[config.mk]
export PLATFORM = sky130hd
export DESIGN_NAME = display_scan_driver
export DESIGN_NICKNAME = d
export VERILOG_FILES = /design/src/rtl/display_pkg.sv /design/src/rtl/display_scan_driver_hex_to_seg7.sv /design/src/rtl/display_scan_driver.sv
export SDC_FILE = /design/constraint.sdc
export NUM_CORES = 1
export LEC_CHECK = 0
export CORE_ASPECT_RATIO = 0.7
export CORE_MARGIN = 2
export CORE_UTILIZATION = 55
export CTS_CLUSTER_SIZE = 16
export DETAILED_ROUTE_END_ITERATION = 8
export MAX_ROUTING_LAYER = met4
export PLACE_DENSITY = 0.78
export SYNTH_ARGS = -nofsm -noshare
export SYNTH_HDL_FRONTEND = slang
export SYNTH_SLANG_ARGS = --single-unit
[constraint.sdc]
create_clock -name clk -period 4.4 [get_ports clk]
set_input_delay 0.88 -clock clk [delete_from_list [all_inputs] [get_ports clk]]
set_output_delay 0.88 -clock clk [all_outputs]
set_load 0.05 [all_outputs]
[src/rtl/display_pkg.sv]
// Shared types and constants for the 7-segment scan driver: state encoding,
// blank codes and the active-low hex glyph table.
package display;

    localparam logic [6:0] SEG_BLANK = 7'h7f;
    localparam logic [3:0] DIGIT_OFF = 4'hf;

    typedef enum logic {
        SHOW = 1'b0,
        GAP  = 1'b1
    } scan_state_t;

    // Segment order {g,f,e,d,c,b,a}; a 0 lights the segment.
    function automatic logic [6:0] hex7(input logic [3:0] nibble);
        logic [6:0] seg;
        case (nibble)
            4'h0: seg = 7'h40;
            4'h1: seg = 7'h79;
            4'h2: seg = 7'h24;
            4'h3: seg = 7'h30;
            4'h4: seg = 7'h19;
            4'h5: seg = 7'h12;
            4'h6: seg = 7'h02;
            4'h7: seg = 7'h78;
            4'h8: seg = 7'h00;
            4'h9: seg = 7'h10;
            4'hA: seg = 7'h08;
            4'hB: seg = 7'h03;
            4'hC: seg = 7'h46;
            4'hD: seg = 7'h21;
            4'hE: seg = 7'h06;
            default: seg = 7'h0E;
        endcase
        return seg;
    endfunction

endpackage

[src/rtl/display_scan_driver_hex_to_seg7.sv]
// Combinational nibble-to-glyph decoder producing active-low segment lines.
module hex_to_seg7
    import display::*;
(
    input  logic [3:0] nibble,
    output logic [6:0] seg_n
);

    assign seg_n = hex7(nibble);

endmodule

[src/rtl/display_scan_driver.sv]
// Scans a 16-bit display word onto a 4-digit common-anode 7-segment display,
// with inter-digit blanking, per-frame shadow loading and a heartbeat point.
module display_scan_driver
    import display::*;
#(
    parameter int PRESCALE_WIDTH = 16,
    parameter int GAP_CYCLES     = 4,
    parameter int BLANK_LEADING  = 1,
    parameter int INPUT_INVERTED = 1
) (
    input  logic        clk,
    input  logic        rst_n,
    input  logic [15:0] display_in,
    output logic [6:0]  seg_n,
    output logic        dp_n,
    output logic [3:0]  digit_en_n
);

    localparam int GAP_W = (GAP_CYCLES > 1) ? $clog2(GAP_CYCLES) : 1;
    localparam logic [GAP_W-1:0] GAP_LAST = GAP_W'((GAP_CYCLES > 0) ? GAP_CYCLES - 1 : 0);

    scan_state_t               state_reg, state_next;
    logic [PRESCALE_WIDTH-1:0] prescaler_reg, prescaler_next;
    logic [GAP_W-1:0]          gap_cnt_reg, gap_cnt_next;
    logic [1:0]                digit_idx_reg, digit_idx_next;
    logic [15:0]               shadow_reg;
    logic                      heartbeat_reg;
    logic                      load_pending_reg;
    logic [6:0]                seg_n_reg, seg_n_next;
    logic                      dp_n_reg, dp_n_next;
    logic [3:0]                digit_en_n_reg, digit_en_n_next;

    logic [15:0] corrected;
    logic [15:0] shadow_view;
    logic [3:0]  nibble_sel;
    logic [6:0]  glyph_n;
    logic [3:0]  upper_zero;
    logic        advance;
    logic        frame_wrap;
    logic        blanked;

    assign corrected = (INPUT_INVERTED != 0) ? ~display_in : display_in;

    // Until the first post-reset load lands, show the live value so the
    // first visible digit already carries fresh data.
    assign shadow_view = load_pending_reg ? corrected : shadow_reg;
    assign nibble_sel  = 4'(shadow_view >> {digit_idx_reg, 2'b00});

    generate
        for (genvar gi = 0; gi < 4; gi++) begin : g_upper_zero
            assign upper_zero[gi] = (shadow_view[15:4*gi] == '0);
        end
    endgenerate

    assign blanked = (BLANK_LEADING != 0) && (digit_idx_reg != 2'd0) && upper_zero[digit_idx_reg];

    hex_to_seg7 u_hex_to_seg7 (
        .nibble (nibble_sel),
        .seg_n  (glyph_n)
    );

    always_comb begin
        state_next     = state_reg;
        prescaler_next = prescaler_reg;
        gap_cnt_next   = gap_cnt_reg;
        digit_idx_next = digit_idx_reg;
        advance        = 1'b0;
        case (state_reg)
            SHOW: begin
                if (prescaler_reg == '1) begin
                    prescaler_next = '0;
                    if (GAP_CYCLES == 0) begin
                        advance = 1'b1;
                    end else begin
                        state_next   = GAP;
                        gap_cnt_next = '0;
                    end
                end else begin
                    prescaler_next = prescaler_reg + 1'b1;
                end
            end
            GAP: begin
                if (gap_cnt_reg == GAP_LAST) begin
                    advance    = 1'b1;
                    state_next = SHOW;
                end else begin
                    gap_cnt_next = gap_cnt_reg + 1'b1;
                end
            end
            default: state_next = SHOW;
        endcase
        if (advance) begin
            digit_idx_next = digit_idx_reg + 2'd1;
        end
        frame_wrap = advance && (digit_idx_reg == 2'd3);
    end

    always_comb begin
        seg_n_next      = SEG_BLANK;
        dp_n_next       = 1'b1;
        digit_en_n_next = DIGIT_OFF;
        if (state_reg == SHOW) begin
            digit_en_n_next = ~(4'b0001 << digit_idx_reg);
            seg_n_next      = blanked ? SEG_BLANK : glyph_n;
            dp_n_next       = (digit_idx_reg == 2'd0) ? ~heartbeat_reg : 1'b1;
        end
    end

    always_ff @(posedge clk or negedge rst_n) begin
        if (!rst_n) begin
            state_reg        <= SHOW;
            prescaler_reg    <= '0;
            gap_cnt_reg      <= '0;
            digit_idx_reg    <= 2'd0;
            shadow_reg       <= '0;
            heartbeat_reg    <= 1'b0;
            load_pending_reg <= 1'b1;
            seg_n_reg        <= SEG_BLANK;
            dp_n_reg         <= 1'b1;
            digit_en_n_reg   <= DIGIT_OFF;
        end else begin
            state_reg        <= state_next;
            prescaler_reg    <= prescaler_next;
            gap_cnt_reg      <= gap_cnt_next;
            digit_idx_reg    <= digit_idx_next;
            load_pending_reg <= 1'b0;
            // Shadow only moves at a frame edge so a frame never mixes two values.
            if (load_pending_reg || frame_wrap) begin
                shadow_reg <= corrected;
            end
            if (frame_wrap) begin
                heartbeat_reg <= ~heartbeat_reg;
            end
            seg_n_reg      <= seg_n_next;
            dp_n_reg       <= dp_n_next;
            digit_en_n_reg <= digit_en_n_next;
        end
    end

    assign seg_n      = seg_n_reg;
    assign dp_n       = dp_n_reg;
    assign digit_en_n = digit_en_n_reg;

endmodule

==> metrics, run 1 <==
Gate Count Post-Synth 258; DR iter-0 viols about 170; area of the multi-input gates between 0.001 and 0.0015 sq mm; Rows 21; Max-Cap Viols 0; Layout area overhead 16.7%; Yosys top cell by area dfrtp_1; pin count of the biggest net entering global routing 40; final WL a little over 5000 um; crit-path max FO 5; grt ovf 0; hold buffer count at CTS 0; GP Congestion 0.894; io pins 30; share of layout cells above drive strength 1 0.125; die area between 0.005 and 0.006 sq mm; number of synthesized flops with an enable pin 0; worst slack, placed about 1.3 ns; status completed; Worst Setup Start Kind input pin; DP HPWL between 3000 and 4000 um; Pwr Density 329 mW/mm^2; Worst VDD drop ~190 uV; worst stage delay on the critical path around 0.5 ns; fraction of registers with async set or reset after synthesis 1.00; Yosys cell types 45; sequential cell area 0.00129 sq mm; Synth top area share 0.357; flop2flop setup slack between 1.5 and 2 ns; Detail Route Antenna Nets 0; die width about 87 um; Hold Slack 0.443 ns; Clock Sinks a little over 50; Total GRT Usage 0.211; highest clock rate about 0.35 GHz; Ant. Diodes 0; Top delay family on crit path multiplexers; FILL cells ~380; CP arrival a little over 3 ns; first-pass GRT wire length 8780 um; critical setup path kind in2reg; total CTS buffers 5; Fin. Hold Viols 0; fin nets 316; Leakage between 0.001 and 0.0015 uW; Bufs and invs on worst path 3; setup violators final 0; final worst path period share 0.652; CTS max path bufs 2; top post-synthesis cells by area dfrtp_1, dfstp_2, ha_1; vias per cell roughly 5.7; Ys Warns 0; Final min period 2.87 ns; vias just under 2000; setup ws final roughly 1.5 ns; Max Clock Skew between 0.009 and 0.01 ns; TritonCTS clock tree done; Worst-Skew Late Latency ~0.30 ns; core area 0.00473 sq mm; critical-path cell list clkdlybuf4s50_1 -> inv_1 -> mux4_2 -> mux2i_1 -> inv_1 -> ha_1 -> mux2i_1 -> and2_0 -> o21ai_1; vias in the first global route approximately 1800; Die H roughly 62 um; Main synth FF type dfrtp_1; clock transition at the registers of the reported paths ~0.10 ns; # port buffers 29; WP data required between 4 and 5 ns; Worst Max-Slew Pin Slew 0.650 ns; H-tree depth 2; Relative slew margins 0.564; WL/cell 14.6 um; syn nets 288; setup_tns 0 ns; Starting Density 0.564; Final Max Tran Viols 0; Worst path slowest cell clkdlybuf4s50_1; Gates resized, CTS repair 0; Synth Register Bits between 50 and 60; Setup Fix Bufs, Post-CTS 0; initial antenna violation count 0; Hold Crit Class in2async; Root Buffer clkbuf_8; Seq/Total Area, Yosys 0.485; 1st-pass router iterations 4; RSZ-0062 raised after global routing false; DRC 0; synthesized cell area 0.00267 sq mm; Setup crit end kind flop; Avg Cell Area, Syn 10.3 sq um
-- worst paths after layout --
| kind | depth (start not counted) | endpoint | start |
|---|---|---|---|
| max | 9 | seg_n[3] | display_in[5] |
| min | 1 | prescaler_reg[7] | rst_n |
| max reg2reg | 8 | seg_n[3] | load_pending_reg |
| min reg2reg | 1 | dp_n | heartbeat_reg |
| max in group asynchronous | 2 | seg_n[1] | rst_n |
| min in group clk | 1 | dp_n | heartbeat_reg |
-- power breakdown --
part	internal [uW]	leakage, uW	switching (uW)
logic	66.2	0.000648	99.8
registers	500	0.000623	15.1
clock network	187	0.0000618	156
total	753	0.00133	270
-- logic make-up (layout without fill, tap and decap cells) --
kind of cell,after synthesis,after routing,share of synthesized area
multiplexers,12,12,0.0652
AO/OA/AOI/OAI,55,55,0.131
XOR/XNOR,16,16,0.0526
AND/OR/NAND/NOR,89,89,0.171
buffers and inverters,22,51,0.0371
flip-flops,51,51,0.485
adder cells (fa/ha/maj),12,12,0.0563
other,1,1,0.00141
-- per-layer routing --
metal  vias up  part of all wire  track usage
met5         -                 0            -
met4         0            0.0085       0.0442
met3         6             0.060       0.0452
met2        61              0.42        0.272
met1       933              0.52        0.342
li1        969                 -            -
-- layout by cell type, fill, tap and decap left out, drive strengths merged, types with 7 or more instances in the layout --
master and n:
dfstp 13, nand2b 18, o21ai 27, nand4 8, xnor2 9, xor2 7
nor2 13, ha 12, clkdlybuf4s50 28, dfrtp 38, nand2 26, inv 13
-- metrics by stage --
step                      power [uW]  instance area [sq um]  cells   util
final                           1020                   3110    344  0.658
after global routing            1070                   3110    344  0.658
after CTS                       1030                   3110    344  0.658
after detailed placement         690                   2990    336  0.632
after global placement           687                   2990    336  0.632
after floorplan                  628                   2670    258      -
-- final cells by class --
cell class                 count  share of cell area
multi-input combinational    185               0.412
clock buffer                   6              0.0265
tap                           57              0.0229
timing repair buffer          31              0.0965
sequential                    51               0.415
inverter                      12              0.0145
clock inverter                 2              0.0125
-- Yosys cell counts, types with 2 or more instances --
cell,instances
nand3_1,5
nand2_1,26
clkbuf_1,6
mux2_2,3
buf_4,2
mux4_2,4
dfrtp_1,38
o21ai_0,20
o221ai_1,4
mux2i_1,5
a31oi_1,4
a21oi_1,4
nor2_1,13
xnor2_1,9
dfstp_2,13
nor4_1,3
and4_1,2
nand4_1,8
ha_1,12
a22o_1,3
xor2_1,7
and3_1,2
o2111ai_1,4
o211ai_1,2
nand2b_1,18
inv_1,11
o21ai_1,7
nor3_1,6
-- worst reg2reg max path, stage by stage (launching register included) --
cell,delay [ns]
dfstp_2,0.76
inv_2,0.22
mux4_2,0.48
mux2i_1,0.41
inv_1,0.18
ha_1,0.28
mux2i_1,0.14
and2_0,0.14
o21ai_1,0.07
Power figures use the tool's default switching activity.
==> run 2, diff against run 1 <==
--- a/config.mk
+++ b/config.mk
@@ -7,11 +7,11 @@
 export LEC_CHECK = 0
 export CORE_ASPECT_RATIO = 0.7
 export CORE_MARGIN = 2
-export CORE_UTILIZATION = 55
+export CORE_UTILIZATION = 50
 export CTS_CLUSTER_SIZE = 16
 export DETAILED_ROUTE_END_ITERATION = 8
 export MAX_ROUTING_LAYER = met4
-export PLACE_DENSITY = 0.78
+export PLACE_DENSITY = 0.75
 export SYNTH_ARGS = -nofsm -noshare
 export SYNTH_HDL_FRONTEND = slang
 export SYNTH_SLANG_ARGS = --single-unit
==> constraint.sdc (replaced) <==
create_clock -name clk -period 2.6 [get_ports clk]
set_input_delay 0.52 -clock clk [delete_from_list [all_inputs] [get_ports clk]]
set_output_delay 0.52 -clock clk [all_outputs]
set_load 0.05 [all_outputs]
==> run 2 against run 1 <==
Effect of this change:
- sequential share of layout area down 0.68 points
- sequential power up 69%
- hold slack worse by 0.23 ns
- total power up 59%
- via count up 1.3%
- worst setup slack worse by 1.4 ns
- clock power up 36%
- first-iteration DRC count up 16%
- wire length up 4.2%
==> metrics, run 2 (synthesis results as in run 1) <==
Sequential Power Share 0.535 (+0.032); Finished Layout Cells 366 (+6.4%); Hold Crit Class in2async; Pwr Density 513 mW/mm^2 (+56%); GP Congestion 0.920 (+2.9%); Worst path slowest cell mux4_2; Root Buffer clkbuf_8; Worst Setup Start Kind flop; Rows 22 (+4.8%); Worst-Skew Late Latency 0.29 ns (about the same); r2r startpoint load_pending_reg; Util after Layout 0.610 (-0.0480); die width 91.3 um (+4.7%); share of layout cells above drive strength 1 0.143 (+0.0174); Die H 65.1 um (+4.6%); commonest non-fill, non-tap cell in the layout dfrtp_1; setup ws final 0.141 ns (-1.39 ns); WL/cell 14.3 um (-2.0%); status completed; die area 0.00594 sq mm (+9.4%); DRC 0 (unchanged); design area 0.00317 sq mm (+2.0%); Sw Share 0.273 (+0.00892); Max-Cap Viols 0 (unchanged); Worst Max-Slew Pin Slew 0.573 ns (-0.0765 ns); Max Clock Skew 0.00716 ns (-0.00211 ns); highest clock rate slightly above 0.4 GHz; grt ovf 0 (unchanged); CP arrival 2.67 ns (-0.42 ns); Fin. Hold Viols 0 (unchanged); Bufs and invs on worst path 3 (unchanged); Setup Fix Bufs, Post-CTS 0 (unchanged); pin count of the biggest net entering global routing 33 (-18%); core area 0.00520 sq mm (+10%); critical-path cell list inv_2 -> mux4_2 -> mux2i_1 -> buf_4 -> inv_1 -> ha_1 -> mux2i_1 -> and2_0 -> o21ai_1; Leakage 0.00136 uW (+1.9%); R2R Path End seg_n[3]; vias 1994 (+1.3%); vias per cell 5.45 (-4.8%); fin nets 323 (+2.2%); first-pass GRT wire length 8850 um (+0.71%); Ant. Diodes 0 (unchanged); Worst Reg-to-Reg Cells 9 (+1); most frequent cells in the layout dfrtp_1, clkdlybuf4s50_1, nand2_1, o21ai_0, nand2b_1; Relative slew margins 0.618 (+0.0543); clock transition at the registers of the reported paths 0.09 ns (about the same); CTS max path bufs 2 (unchanged); DR iter-0 viols 200 (+16%); Top delay family on crit path multiplexers; Worst VDD drop 277 uV (+48%); final WL 5250 um (+4.2%); Inst Count DP 358 (+6.5%); initial antenna violation count 0 (unchanged); TritonCTS clock tree done; Clk pwr share 0.287 (-0.048); Clock Sinks 51 (unchanged); H-tree depth 2 (unchanged); vias in the first global route 1790 (-0.72%); Total GRT Usage 0.196 (-0.0150); 1st-pass router iterations 4 (unchanged); final worst path period share 0.946; Layout area overhead 19.0%; flop2flop setup slack 0.14 ns (-1.51 ns); io pins 30 (unchanged); setup violators final 0 (unchanged); WP data required 2.81 ns (-1.81 ns); RSZ-0062 raised after global routing false; critical setup path kind reg2reg; Final min period around 2.5 ns; worst slack, placed -0.0373 ns (-1.30 ns); Hold Slack 0.212 ns (-0.231 ns); # port buffers 29 (unchanged); Final Max Tran Viols 0 (unchanged); Detail Route Antenna Nets 0 (unchanged); total CTS buffers 5 (unchanged); Starting Density 0.513 (-0.0513); worst stage delay on the critical path 0.57 ns (+0.07 ns); crit-path max FO 17 (+12); Combinational Power Share 0.178 (+0.016); internal power 1180 uW (+57%); Crit path top cell by count mux2i_1; sw power 444 uW (+64%); Setup crit end kind flop; Placed Instance Area 0.00307 sq mm (+2.8%); DP HPWL 3860 um (+5.0%)
## run 2: area by class of cell
| cell class | instances | area, sq um |
|---|---|---|
| fillers | 409 | 2030 |
| well taps | 72 | 90.1 |
| repair buffers | 38 | 365 |
| clock buffers | 7 | 86.3 |
| clock inverters | 1 | 8.76 |
| flip-flops and latches | 51 | 1300 |
| multi-input cells | 185 | 1280 |
| inverters | 12 | 45.0 |
## run 2: worst max-delay path by stage
stage | startpoint | end | depth (start not counted)
after floorplan | load_pending_reg | seg_n[3] | 9
after global placement | display_in[9] | seg_n[3] | 10
after detailed placement | display_in[9] | seg_n[3] | 10
after CTS | load_pending_reg | seg_n[3] | 9
after global routing | load_pending_reg | seg_n[3] | 9
final | load_pending_reg | seg_n[3] | 9
## run 2: what timing repair did
action	CTS	global route
hold buffers	0	0
gates resized for setup	0	1
setup endpoints to repair	0	1
## run 2: routing by layer
| layer | GRT usage | vias to the layer above | routed length, um |
|---|---|---|---|
| met3 | 0.0539 | 4 | 272 |
| met1 | 0.299 | 959 | 2740 |
| met2 | 0.262 | 51 | 2200 |
| met5 | - | - | 0 |
| met4 | 0.0398 | 0 | 38 |
| li1 | - | 980 | - |
## run 2: per-stage QoR
stage / TNS [ns] / total power [uW]
6_report: 0 / 1630
5_1_grt: 0 / 1710
4_1_cts: 0 / 1640
3_5_place_dp: -0.0373 / 1170
3_3_place_gp: 0 / 1170
2_1_floorplan: 0 / 1060
## run 2: power by group through the flow
stage | clock network, uW | logic (uW) | registers [uW]
2_1_floorplan | 0 | 119 | 944
3_3_place_gp | 0 | 286 | 884
3_5_place_dp | 0 | 289 | 885
4_1_cts | 479 | 291 | 871
5_1_grt | 517 | 317 | 876
6_report | 467 | 290 | 871
==> run 3, diff against run 2 <==
--- a/config.mk
+++ b/config.mk
@@ -6,7 +6,7 @@
 export NUM_CORES = 1
 export LEC_CHECK = 0
 export CORE_ASPECT_RATIO = 0.7
-export CORE_MARGIN = 2
+export CORE_MARGIN = 3
 export CORE_UTILIZATION = 50
 export CTS_CLUSTER_SIZE = 16
 export DETAILED_ROUTE_END_ITERATION = 8
==> run 3 against run 2 <==
Effect of this change:
- clock skew is 0.0019 ns higher
- sequential power hardly changed
- register-to-register slack better by 0.09 ns
- cell area is 0.79% lower
- global-route usage is 1.1 points lower
- hold slack better by 0.12 ns
- count of clock-buffer cells in the layout stayed put
- via count is 0.75% lower
- final cell count is 1.6% lower
- wire length is 0.42% lower
- first-iteration DRC count is 13% lower
==> metrics, run 3 (synthesis results as in run 1) <==
Root Buffer clkbuf_8; first-pass GRT wire length 8940 um (+1.1%); worst slack, placed -0.00243 ns (+0.0348 ns); Setup crit end kind flop; most frequent cells in the layout dfrtp_1, clkdlybuf4s50_1, nand2_1, o21ai_0, nand2b_1; TritonCTS clock tree done; DP HPWL 3800 um (-1.4%); design area 0.00315 sq mm (-0.79%); Relative slew margins 0.578 (-0.0399); Worst Setup Start Kind flop; core area 0.00497 sq mm (-4.5%); # port buffers 29 (unchanged); Inst Count DP 352 (-1.7%); Max-Cap Viols 0 (unchanged); die area 0.00626 sq mm (+5.3%); R2R Path End seg_n[3]; RSZ-0062 raised after global routing false; Worst VDD drop 344 uV (+24%); die width 93.3 um (+2.2%); Final Max Tran Viols 0 (unchanged); Final min period 2.37 ns (-0.0932 ns); GP Congestion 0.899 (-2.2%); Hold Crit Class in2async; Worst Reg-to-Reg Cells 9 (unchanged); WL/cell 14.5 um (+1.2%); Setup Fix Bufs, Post-CTS 0 (unchanged); Finished Layout Cells 360 (-1.6%); Placed Instance Area 0.00304 sq mm (-1.3%); r2r startpoint load_pending_reg; Util after Layout 0.634 (+0.0240); commonest non-fill, non-tap cell in the layout dfrtp_1; Rows 21 (-4.5%); final worst path period share 0.910 (-0.0359); Clock Sinks 51 (unchanged); total CTS buffers 5 (unchanged); sequential cell area 0.00129 sq mm (-0.29%); io pins 30 (unchanged); CTS max path bufs 2 (unchanged); Total Power 1680 uW (+3.3%); H-tree depth 2 (unchanged); pin count of the biggest net entering global routing 52 (+58%); area of the multi-input gates 0.00128 sq mm (unchanged); 1st-pass router iterations 4 (unchanged); Max Clock Skew 0.00902 ns (+0.00187 ns); clock transition at the registers of the reported paths 0.09 ns (about the same); status completed; crit-path max FO 13 (-4); setup violators final 0 (unchanged); setup ws final 0.235 ns (+0.0932 ns); share of layout cells above drive strength 1 0.137 (-0.00540); Total GRT Usage 0.185 (-0.0111); grt ovf 0 (unchanged); CP arrival 2.60 ns (-0.07 ns); Die H 67.1 um (+3.1%); Gates resized, CTS repair 0 (unchanged); fin nets 320 (-0.93%); vias 1979 (-0.75%); Worst-Skew Late Latency 0.30 ns (about the same); Worst Max-Slew Pin Slew 0.633 ns (+0.0599 ns); WP data required 2.83 ns (+0.02 ns); critical setup path kind reg2reg; Leakage 0.00135 uW (-0.58%); vias in the first global route 1826 (+2.0%); Fin. Hold Viols 0 (unchanged); DR iter-0 viols 175 (-13%); Detail Route Antenna Nets 0 (unchanged); Ant. Diodes 0 (unchanged); final WL 5230 um (-0.42%); flop2flop setup slack 0.23 ns (+0.09 ns); vias per cell 5.50 (+0.90%); FILL cells 415 (+1.5%); Starting Density 0.537 (+0.0244); hold buffer count at CTS 0 (unchanged); DRC 0 (unchanged); highest clock rate 0.423 GHz (+3.9%); Pwr Density 534 mW/mm^2 (+4.1%); initial antenna violation count 0 (unchanged); Layout area overhead 18.1%
## run 3: stage by stage
stage | hold slack, ns | setup TNS (ns)
3_3_place_gp | 0.443 | 0
4_1_cts | 0.349 | 0
3_5_place_dp | 0.442 | -0.00332
6_report | 0.333 | 0
5_1_grt | 0.369 | 0
2_1_floorplan | 0.224 | 0
## run 3: final cells by class
cell class	instances	area share
timing repair buffer	35	0.105
tap	69	0.0274
multi-input combinational	185	0.407
clock inverter	1	0.00159
clock buffer	7	0.0342
inverter	12	0.0143
sequential	51	0.411
## run 3: report_power, final
| part | switching (uW) | internal [uW] |
|---|---|---|
| combinational | 173 | 115 |
| clock | 252 | 273 |
| sequential | 22.5 | 846 |
## run 3: worst max path at each step
stage                           from        to  slack (ns)  depth (start not counted)
floorplan           load_pending_reg  seg_n[3]        0.35                          9
global placement       display_in[9]  seg_n[3]        0.06                         10
detailed placement    display_in[13]  seg_n[5]      -0.002                          9
CTS                 load_pending_reg  seg_n[3]        0.24                          9
global route        load_pending_reg  seg_n[3]        0.09                          9
finish              load_pending_reg  seg_n[3]        0.23                          9
## run 3: critical path, cell delays in order (launching register included)
cell	delay, ns
dfstp_2	0.62
buf_4	0.21
nand2b_1	0.12
o21ai_1	0.06
mux4_2	0.56
inv_1	0.15
ha_1	0.26
nor2_1	0.13
a211oi_1	0.06
o21ai_1	0.13
## run 3: layer usage
layer,vias to the layer above,part of all wire,track usage
met5,-,0,-
met4,0,0.0036,0.0219
met3,2,0.040,0.0406
met2,45,0.41,0.257
met1,954,0.55,0.283
li1,978,-,-
